**config.mk**
```make
export PLATFORM = sky130hd
export DESIGN_NAME = pipe_fetch_reg
export DESIGN_NICKNAME = d
export VERILOG_FILES = /design/src/rtl/pipe_fetch_reg.sv
export SDC_FILE = /design/constraint.sdc
export NUM_CORES = 1
export LEC_CHECK = 0
export CAP_MARGIN = 20
export CORE_ASPECT_RATIO = 1.5
export CORE_MARGIN = 8
export CORE_UTILIZATION = 35
export CTS_CLUSTER_DIAMETER = 120
export DETAILED_ROUTE_END_ITERATION = 12
export DONT_BUFFER_PORTS = 1
export GPL_TIMING_DRIVEN = 1
export PLACE_DENSITY = 0.6
export SYNTH_ARGS = -nofsm -noshare
export SYNTH_HDL_FRONTEND = slang
export SYNTH_SLANG_ARGS = --single-unit
```
**constraint.sdc**
```tcl
create_clock -name clk -period 5.7 [get_ports clk]
set_clock_uncertainty 0.2 [all_clocks]
set_input_delay 0.285 -clock clk [delete_from_list [all_inputs] [get_ports clk]]
set_output_delay 0.285 -clock clk [all_outputs]
set_load 0.01 [all_outputs]
```
**src/rtl/pipe_fetch_reg.sv**
```systemverilog
// Fetch-side sequential stage: PC register and IF/ID pipeline register.
// Compensates for the synchronous instruction RAM with a one-entry hold buffer.
module pipe_fetch_reg #(
    parameter logic [31:0] RESET_PC = 32'h0000_0000,
    parameter logic [31:0] NOP      = 32'h0000_0000
) (
    input  logic        clk,
    input  logic        rst,
    input  logic [31:0] npc,
    input  logic [31:0] pc8_in,
    input  logic [31:0] ram_outdata,
    input  logic        stall,
    input  logic        flush,
    output logic [31:0] pc,
    output logic        ram_ena,
    output logic [31:0] id_inst,
    output logic [31:0] id_pc,
    output logic [31:0] id_pc8,
    output logic        id_valid
);

    logic [31:0] r_pc;
    logic [31:0] r_id_pc;
    logic [31:0] r_id_pc8;
    logic        r_valid;
    logic        r_held;
    logic [31:0] r_hold;

    logic [31:0] w_live;

    // PC and IF/ID registers: flush beats stall beats advance
    always_ff @(posedge clk or posedge rst) begin
        if (rst) begin
            r_pc     <= RESET_PC;
            r_id_pc  <= 32'h0;
            r_id_pc8 <= 32'h0;
            r_valid  <= 1'b0;
        end else if (flush) begin
            r_pc     <= npc;
            r_id_pc  <= r_pc;
            r_id_pc8 <= pc8_in;
            r_valid  <= 1'b0;
        end else if (!stall) begin
            r_pc     <= npc;
            r_id_pc  <= r_pc;
            r_id_pc8 <= pc8_in;
            r_valid  <= 1'b1;
        end
    end

    // Hold buffer: first stalled edge captures the word in ID, later stalls replay it
    always_ff @(posedge clk or posedge rst) begin
        if (rst) begin
            r_held <= 1'b0;
            r_hold <= 32'h0;
        end else if (flush) begin
            r_held <= 1'b0;
        end else if (stall) begin
            if (!r_held) begin
                r_hold <= ram_outdata;
                r_held <= 1'b1;
            end
        end else begin
            r_held <= 1'b0;
        end
    end

    // RAM re-reads pc during a stall, so the held copy overrides it
    always_comb begin
        w_live  = r_held ? r_hold : ram_outdata;
        id_inst = r_valid ? w_live : NOP;
    end

    assign ram_ena  = ~rst;
    assign pc       = r_pc;
    assign id_pc    = r_id_pc;
    assign id_pc8   = r_id_pc8;
    assign id_valid = r_valid;

endmodule

```
== Word level (Yosys, flattened, before mapping) ==
Cells that the tools add are included.
Cells by class
  eq/ne operators: 1
  muxes and demuxes: 12
  bitwise operators: 2
  reductions and logical operators: 1
Operators by type and width (count)
  $mux W32: 8
  $mux W1: 4
  $ne A2 B1 Y1 const B: 1
  $not A1 Y1: 2
  $reduce_and A2 Y1: 1
Word-level totals
  register bits: 130
  output and inout bits: 130
  logic and storage cells: 22

== Longest topological paths before layout ==
Gate-level depths: netlist of the first run.
  word-level depth: 2
  mapped depth: 5

== Worst setup path before layout of the first run ==
No wires, ideal clock.
  path kind: input-to-output
  start: input port rst
  end: output port ram_ena
  arrival: 3.016 ns
  slack: 2.199 ns
  stages: 1
  path through: inv_1
On the way
  word-level cells in the longest chain between the ends: 1
RTL lines
  from (decl): RTL line 8  | input logic rst,
  $not A1 Y1: RTL line 74  | assign ram_ena = ~rst;
  to (decl): RTL line 15  | output logic ram_ena,
Every way passes these cells.

== Final worst setup path of the first run ==
  start: register r_held
  end: output port id_inst[6]
On the way
  word-level cells in the longest chain between the ends: 2
RTL lines
  from (decl): RTL line 26  | logic r_held;
  from (signal assigned): RTL line 54  | r_held <= 1'b0;
  from (signal assigned): RTL line 57  | r_held <= 1'b0;
  from (signal assigned): RTL line 61  | r_held <= 1'b1;
  $mux W32
  $mux W32: RTL line 71  | id_inst = r_valid ? w_live : NOP;
  to (decl): RTL line 16  | output logic [31:0] id_inst,
Every way passes these cells.

==> results of run 1 <==
through the flow:
step,setup WS [ns],util [%],power (mW),instance area (sq um),std cells
after floorplan,1.67,-,1.33,5470,349
after global placement,3.38,36.0,1.37,5580,534
after CTS,3.29,46.5,2.60,7200,665
final,3.34,46.5,2.56,7200,665
after detailed placement,3.33,36.0,1.38,5580,534
after global routing,3.20,46.5,2.68,7200,665
worst max-delay path: stages (launching register included):
cell,delay (ns)
dfrtp_2,1.01
mux2i_1,0.21
nor2_1,0.25
report_power, final:
part	internal (mW)	leakage (nW)	total, mW	switching (mW)
clock network	0.746	0.296	1.14	0.397
logic	0.169	1.29	0.271	0.102
registers	1.03	1.52	1.15	0.116
total	1.94	3.11	2.56	0.615
area by class of cell:
class                   count  area (sq um)  area share [%]
clock buffers              20           447            6.21
well taps                 203           254            3.53
multi-input cells         195          2030            28.2
repair buffers            102          1010            14.1
clock inverters            12           183            2.54
flip-flops and latches    130          3250            45.2
inverters                   3          16.3           0.226
placed cells by master, fill, tap and decap left out, types with 4 or more instances in the layout:
cell type and count:
bufinv_16 4, clkbuf_16 17, clkinv_4 4, dfrtp_1 129
dlygate4sd3_1 99, mux2_2 97, mux2_4 29, mux2i_1 32
nor2_1 32
final timing paths:
check	slack [ns]	startpoint	to
max	3.34	r_held	id_inst[6]
min	0.25	flush	r_hold[24]
max reg2reg	3.43	id_valid	id_valid
min reg2reg	0.29	r_hold[24]	r_hold[24]
max in group asynchronous	3.80	rst	pc[19]
min in group asynchronous	0.28	rst	id_pc[12]
routing by layer:
metal	track usage [%]	wire (um)
met2	22.2	6700
met3	6.47	1350
met5	0	0
met4	4.92	218
met1	14.4	4920
cell families (layout without fill, tap and decap cells):
group / count (synthesis) / in the layout / synth area share, %
AO/OA/AOI/OAI: 1 / 1 / 0.0914
AND/OR/NAND/NOR: 34 / 34 / 2.79
flip-flops: 130 / 130 / 59.5
buffers and inverters: 24 / 137 / 3.45
multiplexers: 160 / 160 / 34.2
flip-flops by register name, summed over array words and instances, names as in the netlist:
signal    count
pc           32
id_pc8       32
r_held        1
id_pc        32
r_hold       32
id_valid      1
==> results.cfg, run 1 <==
[die]
dieArea_sq_mm = 0.0200
coreArea_sq_mm = 0.0155
start_util_pct = 35.3
fp-row-count = 56
die_h_um = 169
fp.dieW_um = 118
num_io_pins = 230

[synth]
synth.avg_cell_area_sq_um = 15.7
async_reset_ff_share_pct = 100
ys_top_cells_by_area = dfrtp_1 59%, mux2_2 20%, mux2_4 8.0%
synth_top_area_share_pct = 59.5
ys.flop_type = dfrtp_1
synth_cells = 349
ys_warn_count = 0
synthesis.nets = 449
netlist_top_cells_count = 130 x dfrtp_1, 97 x mux2_2, 32 x mux2i_1, 32 x nor2_1, 29 x mux2_4
yosys.area.top_type = dfrtp_1
synth_edf_count = 0
netlist_area_sq_mm = 0.00547
yosysMostFrequentCell = dfrtp_1
synth-seq-cells = 130
seq_area_frac_synth_pct = 59.5
synth.distinct_cells = 15

[drt]
drtIter0Drc = 175
wl_per_cell_um = 19.8
vias = 3185
vias_per_cell = 4.79
drc = 0
firstDrtPassIters = 4
wirelength_um = 13200
drtAntennaViolNets = 0

[critical_path]
cp.required_ns = 5.22
crit_arrival_ns = 1.88
end_kind = primary output
crit_type = register to primary output
reg2reg_depth = 3
crit_fanout = 33
start_kind = register

[grt]
grt_pass1_vias = 3657
grt_overflow = 0
grt_max_degree = 76
grt_pass1_wl_um = 21400
grtUsageTotal_pct = 13.3
grt_antenna_before_repair = 0

[clock_tree]
cts_max_path_buffers = 2
h-tree-depth = 4
cts_tree = yes
cts_hold_buffers = 99
cts.repair.resized = 0
postCtsSetupRepairBufs = 0
cts.sinks = 130
clk_pin_slew_ns = 0.06
clk_latency_ns = 0.40
cts_root_buffer = clkbuf_16
cts-buffers-inserted = 17

[pwr]
power.density_mw_per_mm2 = 356
max-vdd-ir-drop_v = 0.000218
p_leak_nw = 3.11

[timing]
finalSetupTns_ns = 0
worst_slew_pin_slew_ns = 1.06
final_max_slew_viol_count = 0
finalCritPeriodShare_pct = 41.4
timing.fmax_ghz = 0.423
finalSetupViolations = 0
slew_headroom_pct = 29.5
whs_ns = 0.246
rsz0062_at_grt = no
finalHoldViolations = 0
fin_crit_ns = 2.36

[cells_and_area]
antenna_cells = 0
nFillCells = 1352
synthToLayoutAreaGrowth_pct = 31.5
finalNetCount = 549
drive_gt1_share_pct = 35.3

[placement]
post-dp-hpwl_um = 8800
io_buffers = 0
gp_congestion = 0.698

[hold_path]
holdPathStages = 3
hp-class = primary input to register

[flow_run]
drv_cap = 0

[status]
outcome = complete, no violations
No activity file was read; power rests on OpenSTA's default activity.
==> run 2: changes to the inputs <==
==> constraint.sdc (replaced) <==
create_clock -name clk -period 2.2 [get_ports clk]
set_clock_uncertainty 0.2 [all_clocks]
set_input_delay 0.11 -clock clk [delete_from_list [all_inputs] [get_ports clk]]
set_output_delay 0.11 -clock clk [all_outputs]
set_load 0.01 [all_outputs]
==> run 2 against run 1 <==
Compared with the run above:
- worst setup slack worse by 3.1 ns
- cell count grew 1.1%
- final area is 1.4% higher
- register-to-register slack worse by 3.2 ns
- core utilization is 0.66 points higher
- die area stayed put
- global-route usage decreased by 0.29 points
- power rose to 2.6 times the previous value
- wire length decreased by 1.3%
- clock-buffer cell count grew 1
- non-clock buffer count grew 9
- via count is 1.8% higher
- largest cell class unchanged
==> results.cfg, run 2 (same netlist as run 1, synthesis figures left out) <==
[die]
fp-row-count = 56
dieArea_sq_mm = 0.0200
start_util_pct = 35.3
coreArea_sq_mm = 0.0155
fp.dieW_um = 118
num_io_pins = 230
die_h_um = 169

[clock_tree]
clk_latency_ns = 0.39
h-tree-depth = 4
cts-buffers-inserted = 17
cts.sinks = 130
cts_tree = yes
cts_root_buffer = clkbuf_16
cts_max_path_buffers = 2
clk_pin_slew_ns = 0.05
postCtsSetupRepairBufs = 0

[hold_path]
hp-start = flush
holdPathStages = 2
hp-class = primary input to register
hold_end = r_held

[critical_path]
reg2reg_depth = 4
start_kind = register
cp_num_buf_inv = 3
cp_slowest_cell = dlygate4sd3_1
critical-path-max-stage-delay_ns = 0.55
crit_type = register to register
cp_cell_sequence = inv_1 > buf_4 > a21oi_1 > dlygate4sd3_1
reg2reg_from = id_valid
end_kind = register
worstReg2RegEnd = id_valid
ff2ff_setup_slack_ns = 0.20
cp.required_ns = 2.27
crit_fanout = 23
crit_arrival_ns = 2.07
critPathTopFamily = buffers and inverters

[drt]
vias_per_cell = 4.82
drtAntennaViolNets = 0
drc = 0
vias = 3242
drtIter0Drc = 152
firstDrtPassIters = 4
wl_per_cell_um = 19.4
wirelength_um = 13000

[grt]
grt_pass1_vias = 3656
grt_pass1_wl_um = 21000
grtUsageTotal_pct = 13.0
grt_overflow = 0
grt_max_degree = 68
grt_antenna_before_repair = 0

[timing]
slew_headroom_pct = 57.4
final_max_slew_viol_count = 0
timing.fmax_ghz = 0.499
finalHoldViolations = 0
whs_ns = 0.00771
rsz0062_at_grt = no
finalCritPeriodShare_pct = 91.0
finalSetupTns_ns = 0
worst_slew_pin_slew_ns = 0.638
fin_crit_ns = 2.00
finalSetupViolations = 0

[placement]
gp_congestion = 0.697
io_buffers = 0
dpl-instance-area_sq_mm = 0.00567
post-dp-hpwl_um = 9050

[cells_and_area]
finalNetCount = 558
nFillCells = 1313
seq_area_sq_mm = 0.00325
design_area_sq_mm = 0.00730
mostFrequentLayoutCells = 129 x dfrtp_1, 100 x dlygate4sd3_1, 97 x mux2_2, 32 x mux2i_1, 32 x nor2_1
utilization_pct = 47.1
antenna_cells = 0
multi_input_area_sq_mm = 0.00203
drive_gt1_share_pct = 36.2
layout_commonest_cell = dfrtp_1
synthToLayoutAreaGrowth_pct = 33.4

[status]
outcome = complete, no violations

[flow_run]
drv_cap = 0

[pwr]
p_leak_nw = 3.16
power.density_mw_per_mm2 = 909
max-vdd-ir-drop_v = 0.000411
## run 2: changes by cell type in the layout (fill, tap and decap cells not counted), moves of 2 or more
cell,delta
buf_4,+5
clkinv_4,-4
buf_12,+3
clkbuf_8,+2
clkinvlp_4,+2
## run 2: area by class of cell
cell class              instances  area share [%]
multi-input cells             195            27.8
flip-flops and latches        130            44.6
well taps                     203            3.48
clock buffers                  21            6.45
repair buffers                111            15.4
clock inverters                 9            2.13
inverters                       3           0.206
## run 2: power by group
group,internal [mW],total [mW],switching [mW]
clock,1.97,2.94,0.971
combinational,0.451,0.732,0.281
sequential,2.67,2.96,0.287
total,5.09,6.63,1.54
## run 2: per-stage QoR
stage / setup slack (ns) / power [mW] / std cells
final: 0.198 / 6.63 / 672
after global placement: 0.501 / 3.57 / 542
after CTS: 0.183 / 6.74 / 672
after global routing: 0.0932 / 6.93 / 672
after floorplan: 0.163 / 3.44 / 349
after detailed placement: 0.478 / 3.60 / 542
## run 2: layer usage
| metal | up-vias | routed length (um) | global-route usage [%] |
|---|---|---|---|
| met2 | 151 | 6770 | 22.1 |
| li1 | 1436 | - | - |
| met5 | - | 0 | 0 |
| met3 | 9 | 1400 | 6.47 |
| met1 | 1646 | 4690 | 13.6 |
| met4 | 0 | 165 | 5.03 |
## run 2: how the worst max path moves through the flow
stage	end	slack [ns]	start	cells past startpoint
after floorplan	ram_ena	0.16	rst	1
after global placement	r_hold[12]	0.50	r_held	3
after detailed placement	r_hold[2]	0.48	r_held	3
after CTS	id_valid	0.18	id_valid	4
after global routing	id_valid	0.09	id_valid	4
final	id_valid	0.20	id_valid	4
## run 2: what timing repair did
item,4_1_cts,5_1_grt
gates resized for setup,0,0
hold buffers,100,0
endpoints found under the hold margin,228,0
==> run 3: changes to the inputs <==
--- a/config.mk
+++ b/config.mk
@@ -5,6 +5,7 @@
 export SDC_FILE = /design/constraint.sdc
 export NUM_CORES = 1
 export LEC_CHECK = 0
+export ABC_AREA = 1
 export CAP_MARGIN = 20
 export CORE_ASPECT_RATIO = 1.5
 export CORE_MARGIN = 8
==> run 3 against run 2 <==
Compared with the run above:
- area after synthesis shrank 0.55%
- final area shrank 0.93%
- worst setup slack better by 0.034 ns
- largest cell class unchanged
- highest routed layer unchanged
==> results.cfg, run 3 <==
[grt]
grt_antenna_before_repair = 1
grtUsageTotal_pct = 15.4
grt_overflow = 0
grt-busiest-layer = met2
grt_pass1_wl_um = 24800
met3_usage_pct = 5.90
grt_max_degree = 130
grt_pass1_vias = 4803
grtUsageMet2_pct = 25.7
use_met1_pct = 16.3

[synth]
synth_edf_count = 0
synth_cells = 656
ys_top_cells_by_area = dfrtp_1 60%, nand2_1 24%, o21ai_0 3.7%
synth.avg_cell_area_sq_um = 8.29
synth.distinct_cells = 11
netlist_top_cells_count = 353 x nand2_1, 130 x dfrtp_1, 40 x o21ai_0
seq_area_frac_synth_pct = 59.8
async_reset_ff_share_pct = 100
yosysMostFrequentCell = nand2_1
synth-seq-cells = 130
yosys.area.top_type = dfrtp_1
netlist_area_sq_mm = 0.00544
ys.flop_type = dfrtp_1
ys_warn_count = 0
synthesis.nets = 756
synth_top_area_share_pct = 59.8

[drt]
vias_per_cell = 4.77
wl_per_cell_um = 16.1
firstDrtPassIters = 4
wirelength_um = 15600
drc = 0
drtIter0Drc = 269
drtAntennaViolNets = 0
vias = 4624

[die]
coreArea_sq_mm = 0.0154
dieArea_sq_mm = 0.0199
fp.dieW_um = 118
fp-row-count = 56
num_io_pins = 230
die_h_um = 169
start_util_pct = 35.3

[critical_path]
crit_type = register to primary output
ff2ff_setup_slack_ns = 0.39
critical-path-max-stage-delay_ns = 0.42
start_kind = register
cp_slowest_cell = dfrtp_1
reg2reg_depth = 3
crit_fanout = 19
end_kind = primary output
cp.required_ns = 1.89
crit_arrival_ns = 1.66
cp_cell_sequence = inv_1 > buf_4 > a21oi_1

[cells_and_area]
layout_commonest_cell = nand2_1
mostFrequentLayoutCells = 352 x nand2_1, 130 x dfrtp_1, 106 x dlygate4sd3_1, 40 x o21ai_0, 35 x inv_1
drive_gt1_share_pct = 5.88
nFillCells = 1439
finalNetCount = 852
fin_cells = 969
synthToLayoutAreaGrowth_pct = 32.9

[placement]
io_buffers = 0
dp_cells = 830
gp_congestion = 0.787
post-dp-hpwl_um = 10200

[clock_tree]
cts.sinks = 130
cts_root_buffer = clkbuf_16
cts_tree = yes
cts-buffers-inserted = 17
postCtsSetupRepairBufs = 0
cts_hold_buffers = 106
cts.repair.resized = 0
h-tree-depth = 4
cts_max_path_buffers = 2
clk_pin_slew_ns = 0.06
clk_latency_ns = 0.40

[pwr]
power.density_mw_per_mm2 = 863
max-vdd-ir-drop_v = 0.000430
p_leak_nw = 3.63

[timing]
finalCritPeriodShare_pct = 89.5
rsz0062_at_grt = no
finalSetupViolations = 0
finalHoldViolations = 0
finalSetupTns_ns = 0
fin_crit_ns = 1.97
timing.fmax_ghz = 0.508
slew_headroom_pct = 61.2
worst_slew_pin_slew_ns = 0.581
final_max_slew_viol_count = 0

[flow_run]
drv_cap = 0

[hold_path]
holdPathStages = 3
hp-class = primary input to register

[status]
outcome = complete, no violations
==> run 3: cell count changes after synthesis, moves of 2 or more <==
cell | before | now
a21oi_1 | 1 | 33
buf_2 | 4 | 17
buf_4 | 6 | 18
buf_6 | 5 | 0
buf_8 | 3 | 0
inv_1 | 3 | 36
mux2_1 | 2 | 0
mux2_2 | 97 | 0
mux2_4 | 29 | 0
mux2i_1 | 32 | 0
nand2_1 | 0 | 353
nor2_1 | 32 | 0
o21ai_0 | 0 | 40
o21ai_1 | 0 | 24
==> run 3: worst max-delay path, delay by kind of cell, from the launching register on <==
family | cells | cell delay (ns)
buffers and inverters | 2 | 0.71
flip-flops | 1 | 0.42
AO/OA/AOI/OAI | 1 | 0.13
==> run 3: cell families (layout without fill, tap and decap cells) <==
| kind of cell | count (synthesis) | after routing | share of synthesized area [%] |
|---|---|---|---|
| compound gates | 97 | 97 | 8.92 |
| buf+inv | 75 | 184 | 6.81 |
| flops | 130 | 130 | 59.8 |
| other cells | 0 | 1 | 0 |
| simple gates | 354 | 354 | 24.5 |
==> run 3: final cells by class <==
type                       count  area (sq um)  area share (%)
antenna                        1          2.50          0.0346
clock buffer                  17           425            5.88
clock inverter                15           133            1.83
inverter                      37           143            1.97
multi-input combinational    451          1830            25.3
sequential                   130          3250            45.0
tap                          203           254            3.51
timing repair buffer         115          1190            16.5
==> run 3: power breakdown <==
part / leakage (nW) / internal, mW / switching, mW
Combinational: 1.78 / 0.295 / 0.408
Clock: 0.266 / 1.56 / 1.07
Sequential: 1.58 / 2.64 / 0.267
Total: 3.63 / 4.50 / 1.74
==> run 3: layer usage <==
layer / routed length (um) / up-vias / share of wire, %
met4: 595 / 0 / 3.8
met1: 5930 / 2170 / 38
li1: - / 2222 / -
met2: 7790 / 196 / 50
met5: 0 / - / 0
met3: 1250 / 36 / 8.0
==> run 3: path summary, 6_finish.rpt <==
path	start	endpoint
min in group asynchronous	rst	r_hold[20]
setup reg to reg	id_valid	id_valid
setup / recovery	id_valid	id_inst[12]
hold reg to reg	r_hold[14]	r_hold[14]
max in group asynchronous	rst	id_pc[8]
hold / removal	stall	pc[16]
==> run 3: through the flow <==
| stage | hold WS [ns] | utilization [%] | area, sq um | power [mW] | setup WS, ns |
|---|---|---|---|---|---|
| after floorplan | -0.0269 | - | 5440 | 3.32 | 0.163 |
| final | 0.0185 | 46.9 | 7230 | 6.24 | 0.232 |
| after CTS | 0.00288 | 46.9 | 7230 | 6.33 | 0.220 |
| after global placement | -0.123 | 36.4 | 5610 | 3.47 | 0.684 |
| after detailed placement | -0.119 | 36.4 | 5610 | 3.50 | 0.650 |
| after global routing | 0.0497 | 46.9 | 7230 | 6.56 | 0.101 |
